**src/rtl/rg_port_sequencer.sv**
```systemverilog
// Fetches the RG1/RG2 operands through a shared single-port register file and arbitrates that port against writeback with a bounded starve count.
// Optional macro RG_BYPASS_EN forwards writes granted after an operand's read straight into op1/op2.
module rg_port_sequencer #(
  parameter int DATA_W     = 16,
  parameter int ADDR_W     = 5,
  parameter int STARVE_MAX = 4
) (
  input  logic              clk,
  input  logic              reset_n,
  input  logic [15:0]       MIDR_out,
  input  logic              fetch_start,
  output logic              fetch_busy,
  output logic              fetch_done,
  output logic [DATA_W-1:0] op1,
  output logic [DATA_W-1:0] op2,
  input  logic              wb_req,
  input  logic [ADDR_W-1:0] wb_addr,
  input  logic [DATA_W-1:0] wb_data,
  output logic              wb_ack,
  output logic [ADDR_W-1:0] rf_addr,
  output logic              rf_we,
  output logic [DATA_W-1:0] rf_wdata,
  input  logic [DATA_W-1:0] rf_rdata
);

  localparam int SW = $clog2(STARVE_MAX + 1);
  localparam logic [SW-1:0] SMAX = SW'(STARVE_MAX);

  typedef enum logic [1:0] {S_IDLE, S_RD1, S_RD2, S_WAIT} state_t;

  state_t            state_q, state_d;
  logic [ADDR_W-1:0] a1_q, a1_d, a2_q, a2_d;
  logic [SW-1:0]     starve_q, starve_d;
  logic              pend1_q, pend1_d, pend2_q, pend2_d;
  logic [DATA_W-1:0] op1_q, op1_d, op2_q, op2_d;
  logic              done_q, done_d;
  logic              read_want, wr_grant, rd_issue;
  logic [ADDR_W-1:0] rf_addr_c;
  logic              unused_midr;

  assign unused_midr = ^{MIDR_out[15:12], MIDR_out[1:0]};

  always_comb begin
    state_d  = state_q;
    a1_d     = a1_q;
    a2_d     = a2_q;
    done_d   = 1'b0;
    op1_d    = op1_q;
    op2_d    = op2_q;

    read_want = (state_q == S_RD1) || (state_q == S_RD2);
    wr_grant  = wb_req && (!read_want || (starve_q < SMAX));
    rd_issue  = read_want && !wr_grant;

    rf_addr_c = '0;
    if (wr_grant)                rf_addr_c = wb_addr;
    else if (state_q == S_RD1)   rf_addr_c = a1_q;
    else if (state_q == S_RD2)   rf_addr_c = a2_q;

    // Only consecutive write wins against a waiting read count towards starvation.
    starve_d = (read_want && wr_grant) ? starve_q + 1'b1 : '0;
    pend1_d  = rd_issue && (state_q == S_RD1);
    pend2_d  = rd_issue && (state_q == S_RD2);

    if (pend1_q) op1_d = rf_rdata;
    if (pend2_q) op2_d = rf_rdata;
`ifdef RG_BYPASS_EN
    // Write data overrides a same-cycle capture so the newest value survives.
    if (wr_grant && (wb_addr == a1_q) && ((state_q == S_RD2) || (state_q == S_WAIT)))
      op1_d = wb_data;
    if (wr_grant && (wb_addr == a2_q) && (state_q == S_WAIT))
      op2_d = wb_data;
`endif

    unique case (state_q)
      S_IDLE: begin
        if (fetch_start) begin
          a1_d    = ADDR_W'(MIDR_out[11:7]);
          a2_d    = ADDR_W'(MIDR_out[6:2]);
          state_d = S_RD1;
        end
      end
      S_RD1:  if (rd_issue) state_d = S_RD2;
      S_RD2:  if (rd_issue) state_d = S_WAIT;
      S_WAIT: begin
        done_d  = 1'b1;
        state_d = S_IDLE;
      end
      default: state_d = S_IDLE;
    endcase
  end

  always_ff @(posedge clk or negedge reset_n) begin
    if (!reset_n) begin
      state_q  <= S_IDLE;
      a1_q     <= '0;
      a2_q     <= '0;
      starve_q <= '0;
      pend1_q  <= 1'b0;
      pend2_q  <= 1'b0;
      op1_q    <= '0;
      op2_q    <= '0;
      done_q   <= 1'b0;
    end else begin
      state_q  <= state_d;
      a1_q     <= a1_d;
      a2_q     <= a2_d;
      starve_q <= starve_d;
      pend1_q  <= pend1_d;
      pend2_q  <= pend2_d;
      op1_q    <= op1_d;
      op2_q    <= op2_d;
      done_q   <= done_d;
    end
  end

  assign fetch_busy = (state_q != S_IDLE);
  assign fetch_done = done_q;
  assign op1        = op1_q;
  assign op2        = op2_q;
  assign wb_ack     = wr_grant;
  assign rf_we      = wr_grant;
  assign rf_addr    = rf_addr_c;
  assign rf_wdata   = wb_data;

endmodule

```
**config.mk**
```make
export PLATFORM = sky130hd
export DESIGN_NAME = rg_port_sequencer
export DESIGN_NICKNAME = d
export VERILOG_FILES = /design/src/rtl/rg_port_sequencer.sv
export SDC_FILE = /design/constraint.sdc
export NUM_CORES = 1
export LEC_CHECK = 0
export BUFFER_PORTS_ARGS = -buffer_cell sky130_fd_sc_hd__buf_2
export CAP_MARGIN = 10
export CORE_ASPECT_RATIO = 0.75
export CORE_UTILIZATION = 45
export CTS_BUF_LIST = sky130_fd_sc_hd__clkbuf_8
export DETAILED_ROUTE_END_ITERATION = 8
export PLACE_DENSITY = 0.78
export SLEW_MARGIN = 20
export SYNTH_ARGS = -nofsm -noshare
export SYNTH_HDL_FRONTEND = slang
export SYNTH_SLANG_ARGS = --single-unit
```
**constraint.sdc**
```tcl
create_clock -name clk -period 4.2 [get_ports clk]
set_input_delay 0.42 -clock clk [delete_from_list [all_inputs] [get_ports clk]]
set_output_delay 0.42 -clock clk [all_outputs]
set_load 0.01 [all_outputs]
```
==> impl_results.md, run 1 <==
- Critical path peak fanout: 12
- Net count after synthesis: 220
- Vias in the first global route: 1349
- Avg Synthesized Cell Area: 13.9 µm²
- Main area contributors after synthesis: dfrtp_1, mux2_2, buf_4
- DR DRC count: 0
- Slew margin rel.: 52.7%
- Mapped Area: between 2000 and 2500 µm²
- Clock latency at the later pin of the worst-skew pair: 0.29 ns
- Setup CP Type: reg2out
- Fillers: 398
- Tcrit/Tclk final: between 60% and 70%
- RR Endpoint: state_q[1]
- Yosys reg bits: 50
- Die ar.: 5140 µm²
- Dominant cell by count in the synthesized netlist: dfrtp_1
- N_diodes: 0
- Worst EP arrival: 2.14 ns
- Clock transition at path regs: 0.08 ns
- First-pass GRT wire length: 6070 µm
- H-tree depth: 2
- Place WS: 1.58 ns
- Num CTS Buffers: 5
- Nets: 279
- Die Span X: 82.5 µm
- Ys async rst share: 100%
- CP required: 3.78 ns
- DRC marker count from the first detailed-route iteration: 13
- Placed insts: 266
- Clock root cell: clkbuf_8
- Worst VDD drop: between 0.4 and 0.5 mV
- Clock Skew: 0.00659 ns
- Launch point of the worst reg-to-reg path: state_q[1]
- Post-synth EDFFs: 0
- Cells on worst reg2reg path: 5
- Routed len/inst: 13.5 µm
- Vias per cell: 5.00
- Share of layout cells above drive strength 1: 58.8%
- Area grow syn2layout: 18.2%
- Worst Tran Pin Value: 0.708 ns
- Ys flop type: dfrtp_1
- DP HPWL: approximately 2700 µm
- Unique masters post-synth: 21
- Sequential fraction of the synthesis area: 57.3%
- Adder-Cell Fraction of Synth Area: approximately 3.4%
- Grt total ovfl: 0
- Max Cap Viol: 0
- Core Box Area: 4570 µm²
- Final setup vio count: 0
- Slew Limit Fails: 0
- Worst hold path type: in2async
- Final Critical Period: ~2.6 ns
- CTS Hold Bufs: 0
- Main combinational cell family by area after synthesis: multiplexers
- Drt pass-1 iters: 2
- Port bufs: between 70 and 80
- Setup TNS: 0 ns
- Crit. Startpoint: state_q[1]
- Non-filler instance count after layout: 273
- Synth cell count leaders: dfrtp_1, mux2_2, buf_4
- Die H: around 62 µm
- Critical Path Start Type: register
- Clk sinks: 50
- Mux cell area share after synthesis: a little under a quarter
- Final core utilization: 56.5%
- F_max: around 400 MHz
- GPL Wtd Cong: between 0.7 and 0.8
- Via count: ~1400
- Longest Clk Path Bufs: 2
- Endpoints failing hold: 0
- All-Layer GR Usage: between 10% and 20%
- Xor-xnor portion of the synthesized cell area: 0%
- Synth warnings: 0
- Syn Inst Count: ~160
- CTS tree: done
- Post-CTS Setup Bufs: 0
- Row count: 21
- Post-synthesis simple-gate area fraction: 4.64%
- Post-synth top area share: 57.3%
- Lkg Pwr: ~1.3 nW
- Post-CTS Resized: 0
- RSZ-0062 raised after global routing: false
- Boundary Pins: 114
- Post-route ant nets: 0
- Post-Route WL: approximately 3700 µm
- PD cells: 754 nW/µm²
- Complex-gate fraction of the synthesized area: under 10%
- Register-to-register setup slack: 2.57 ns
- Final worst slack: 1.64 ns
- Antenna violations before repair: 0
- Outcome: finished clean
- Initial core utilization: between 40 and 50%
- Largest net degree at the start of global routing: 51
- Area leader, netlist: dfrtp_1
- Hold_ws: 0.134 ns
- Critical Path End Type: output pin
through the flow:
stage | total power [mW] | cell area [µm²]
floorplan | 1.37 | 2180
global placement | 1.61 | 2470
detailed placement | 1.63 | 2470
CTS | 1.98 | 2580
global route | 2.11 | 2580
finish | 1.95 | 2580
cell type report:
cell class / count / area, µm² / share of cell area, %
timing repair buffer: 75 / 378 / 14.6
clock inverter: 1 / 30.0 / 1.16
tap: 57 / 71.3 / 2.76
inverter: 3 / 11.3 / 0.436
clock buffer: 6 / 82.6 / 3.20
multi-input combinational: 81 / 757 / 29.3
sequential: 50 / 1250 / 48.5
power breakdown:
group,leakage (nW),internal [mW],switching (mW)
registers,0.607,0.715,0.140
logic,0.624,0.422,0.337
clock network,0.0573,0.190,0.142
total,1.29,1.33,0.619
per-layer routing:
metal	track usage [%]	share of wire, %	wire length [µm]
met5	0	0	0
met4	6.80	2.4	87
met3	5.88	8.6	317
met2	24.7	43	1580
met1	19.8	46	1710
critical path: stages, from the launching register on:
cell	delay [ns]
dfrtp_1	0.41
inv_1	0.10
ha_1	0.37
a21boi_1	0.58
o21ai_0	0.21
buf_2	0.18
flip-flops by register name (all words and copies together), names as in the netlist:
name        count
op2            16
state_q         2
pend2_q         1
starve_q        3
op1            16
a1_q            5
fetch_done      1
pend1_q         1
a2_q            5
kinds of logic after synthesis:
logic type | after synthesis
DFF | 50
muxes | 44
buffers and inverters | 26
and+or+nand+nor | 18
AOI/OAI and AO/OA | 13
adders and majority gates | 6
worst max-delay path by stage:
stage                  to  slack, ns  depth (start not counted)
4_1_cts        rf_addr[3]       1.24                          5
5_1_grt        rf_addr[3]       1.37                          6
3_3_place_gp   rf_addr[0]       1.70                          5
2_1_floorplan  rf_addr[0]       2.39                          6
6_report       rf_addr[3]       1.64                          5
3_5_place_dp   rf_addr[3]       1.58                          5
placed cells by master, fill, tap and decap left out, drive strengths merged:
| master | n |
|---|---|
| and4b | 2 |
| a21boi | 1 |
| nand2b | 1 |
| nor3b | 1 |
| clkbuf | 6 |
| mux2i | 1 |
| dfrtp | 50 |
| a22oi | 3 |
| o21a | 1 |
| inv | 3 |
| nor2b | 1 |
| o2bb2ai | 1 |
| nor2 | 3 |
| o21ai | 5 |
| a21oi | 2 |
| buf | 75 |
| ha | 6 |
| nand2 | 8 |
| mux2 | 43 |
| and3 | 2 |
| bufinv | 1 |
Power figures use the tool's default switching activity.
==> inputs of run 2 (changes only) <==
--- a/config.mk
+++ b/config.mk
@@ -5,13 +5,14 @@
 export SDC_FILE = /design/constraint.sdc
 export NUM_CORES = 1
 export LEC_CHECK = 0
+export ABC_AREA = 1
 export BUFFER_PORTS_ARGS = -buffer_cell sky130_fd_sc_hd__buf_2
 export CAP_MARGIN = 10
 export CORE_ASPECT_RATIO = 0.75
 export CORE_UTILIZATION = 45
 export CTS_BUF_LIST = sky130_fd_sc_hd__clkbuf_8
 export DETAILED_ROUTE_END_ITERATION = 8
-export PLACE_DENSITY = 0.78
+export PLACE_DENSITY = 0.77
 export SLEW_MARGIN = 20
 export SYNTH_ARGS = -nofsm -noshare
 export SYNTH_HDL_FRONTEND = slang
==> constraint.sdc (replaced) <==
create_clock -name clk -period 2.4 [get_ports clk]
set_input_delay 0.24 -clock clk [delete_from_list [all_inputs] [get_ports clk]]
set_output_delay 0.24 -clock clk [all_outputs]
set_load 0.01 [all_outputs]
==> run 2 against run 1 <==
Against the previous run: clock power up 30%; worst setup slack worse by 1.3 ns; non-clock buffer count up 5; clock skew down 0.0030 ns; synthesized area up 5.7%; via count up 6.2%; critical path type unchanged; the run now ends with design-rule violations left; register-to-register slack worse by 1.7 ns.
==> impl_results.md, run 2 <==
- Num CTS Buffers: 5
- CP top delay family: flip-flops
- Antenna violations before repair: 0
- Row count: 22
- Unique masters post-synth: 17
- Lkg Pwr: between 1 and 1.5 nW
- Drt pass-1 iters: 9
- Register-to-register setup slack: roughly 0.87 ns
- PD cells: 1270 nW/µm²
- Complex-gate fraction of the synthesized area: less than 1%
- Initial core utilization: 46.9%
- Post-Route WL: 3960 µm
- Core Box Area: 4930 µm²
- Final setup vio count: 0
- Register Area: 1250 µm²
- Non-filler instance count after layout: 307
- Main combinational cell family by area after synthesis: multiplexers
- Adder-Cell Fraction of Synth Area: 3.25%
- Clock Skew: 0.00356 ns
- Port bufs: 75
- Boundary Pins: 114
- Die ar.: 5430 µm²
- First-pass GRT wire length: 6980 µm
- Avg Synthesized Cell Area: 12.8 µm²
- All-Layer GR Usage: 16.4%
- Mapped Area: 2310 µm²
- DRC marker count from the first detailed-route iteration: 42
- Post-synth top area share: between 50% and 60%
- CP cell instances: inv_1, ha_1, inv_2, o21ai_4, inv_4, nand2_1, nand2_1, buf_2
- CP max stage cell: dfrtp_1
- Die Span X: 84.7 µm
- Worst hold path type: in2reg
- Post-synth EDFFs: 0
- N_diodes: 0
- Most used cell, CP: nand2_1
- Post-DP Area: 2620 µm²
- Worst Tran Pin Value: 0.392 ns
- Biggest cell delay along the critical path: approximately 0.41 ns
- Max Cap Viol: 0
- Xor-xnor portion of the synthesized cell area: 0%
- Pwr Total: ~3.4 mW
- Clock root cell: clkbuf_8
- Worst path bufs/invs: 4
- Clock transition at path regs: approximately 0.080 ns
- Post-synthesis simple-gate area fraction: 8.94%
- Slew margin rel.: 73.9%
- Net count after synthesis: between 200 and 250
- Routed len/inst: around 13 µm
- Final Critical Period: 2.06 ns
- CTS tree: done
- Yosys reg bits: 50
- Syn Inst Count: ~180
- F_max: approximately 500 MHz
- Clock latency at the later pin of the worst-skew pair: 0.28 ns
- Most common cell after layout, fill and taps aside: buf_2
- Mux cell area share after synthesis: 23.7%
- Post-CTS Setup Bufs: 0
- Worst VDD drop: about 0.54 mV
- Final core utilization: 54.9%
- Dominant cell by count in the synthesized netlist: dfrtp_1
- Sequential fraction of the synthesis area: 54.2%
- Ys async rst share: 100%
- Setup CP Type: reg2out
- Most frequent cells in the layout: buf_2, dfrtp_1, nand2_1, mux2_2, mux2_4
- Area of the multi-input gates: between 800 and 900 µm²
- Hold_ws: around 0.18 ns
- Endpoints failing hold: 0
- Clk sinks: 50
- DP HPWL: 2980 µm
- Setup TNS: 0 ns
- Longest Clk Path Bufs: 2
- Crit. Startpoint: state_q[0]
- Largest net degree at the start of global routing: 19
- Final worst slack: around 0.34 ns
- Vias per cell: 4.72
- Placed insts: 299
- Launch point of the worst reg-to-reg path: state_q[0]
- Synth warnings: 0
- Area leader, netlist: dfrtp_1
- Critical path peak fanout: 8
- Via count: 1448
- Main area contributors after synthesis: dfrtp_1, mux2_4, mux2_2
- Grt total ovfl: 0
- RSZ-0062 raised after global routing: false
- Outcome: finished, violations left
- Fillers: 433
- DR DRC count: 3
- Slew Limit Fails: 0
- Worst hold start: MIDR_out[3]
- Share of layout cells above drive strength 1: 54.3%
- Vias in the first global route: approximately 1500
- Critical Path End Type: output pin
- Post-route ant nets: 0
- Critical Path Start Type: register
- Post-route cell area: 2700 µm²
- GPL Wtd Cong: roughly 0.7
- CP required: 2.16 ns
- Nets: 310
- Tcrit/Tclk final: 85.6%
- Place WS: around 0.65 ns
- Failing checks: design-rule violations
- Worst EP arrival: roughly 1.8 ns
- Ys flop type: dfrtp_1
- H-tree depth: 2
- Synth cell count leaders: dfrtp_1, nand2_1, mux2_2
- Die H: 64.0 µm
- Area grow syn2layout: 17.1%
run 2: where the power goes:
group | switching (mW) | internal (mW) | total [mW]
Clock | 0.239 | 0.193 | 0.431
Combinational | 0.715 | 0.832 | 1.55
Sequential | 0.206 | 1.25 | 1.46
run 2: final timing paths:
kind,endpoint,depth (start not counted)
min in group asynchronous,op2[12],2
hold / removal,a2_q[1],2
setup / recovery,rf_addr[2],8
setup reg to reg,starve_q[0],7
hold reg to reg,starve_q[0],1
max in group asynchronous,a2_q[0],3
run 2: worst reg2reg max path, cell delays in order, from the launching register on:
cell,delay [ns]
dfrtp_1,0.41
inv_1,0.10
ha_1,0.38
inv_2,0.07
o21ai_4,0.25
inv_4,0.09
nand2_2,0.08
nor2_1,0.05
run 2: logic make-up after synthesis:
kind of cell / after synthesis
AND/OR/NAND/NOR: 51
flip-flops: 50
multiplexers: 42
buffers and inverters: 31
adder cells (fa/ha/maj): 6
AO/OA/AOI/OAI: 1
run 2: layer usage:
metal | vias to the layer above | global-route usage [%] | wire (µm)
met5 | - | 0 | 0
met4 | 0 | 5.08 | 14
met3 | 6 | 4.01 | 167
met2 | 36 | 27.8 | 1940
met1 | 704 | 21.0 | 1840
li1 | 702 | - | -
run 2: layout make-up:
cell class                      count  share of cell area [%]
Inverter                           10                    1.48
Multi-Input combinational cell    100                    31.3
Timing Repair Buffer               80                    15.4
Clock buffer                        5                    2.55
Clock inverter                      2                   0.278
Tap cell                           60                    2.78
Sequential cell                    50                    46.3
run 2: what timing repair did:
item / CTS / global route
hold endpoints to repair: 16 / 0
hold buffers: 1 / 0
resized for setup: 0 / 0
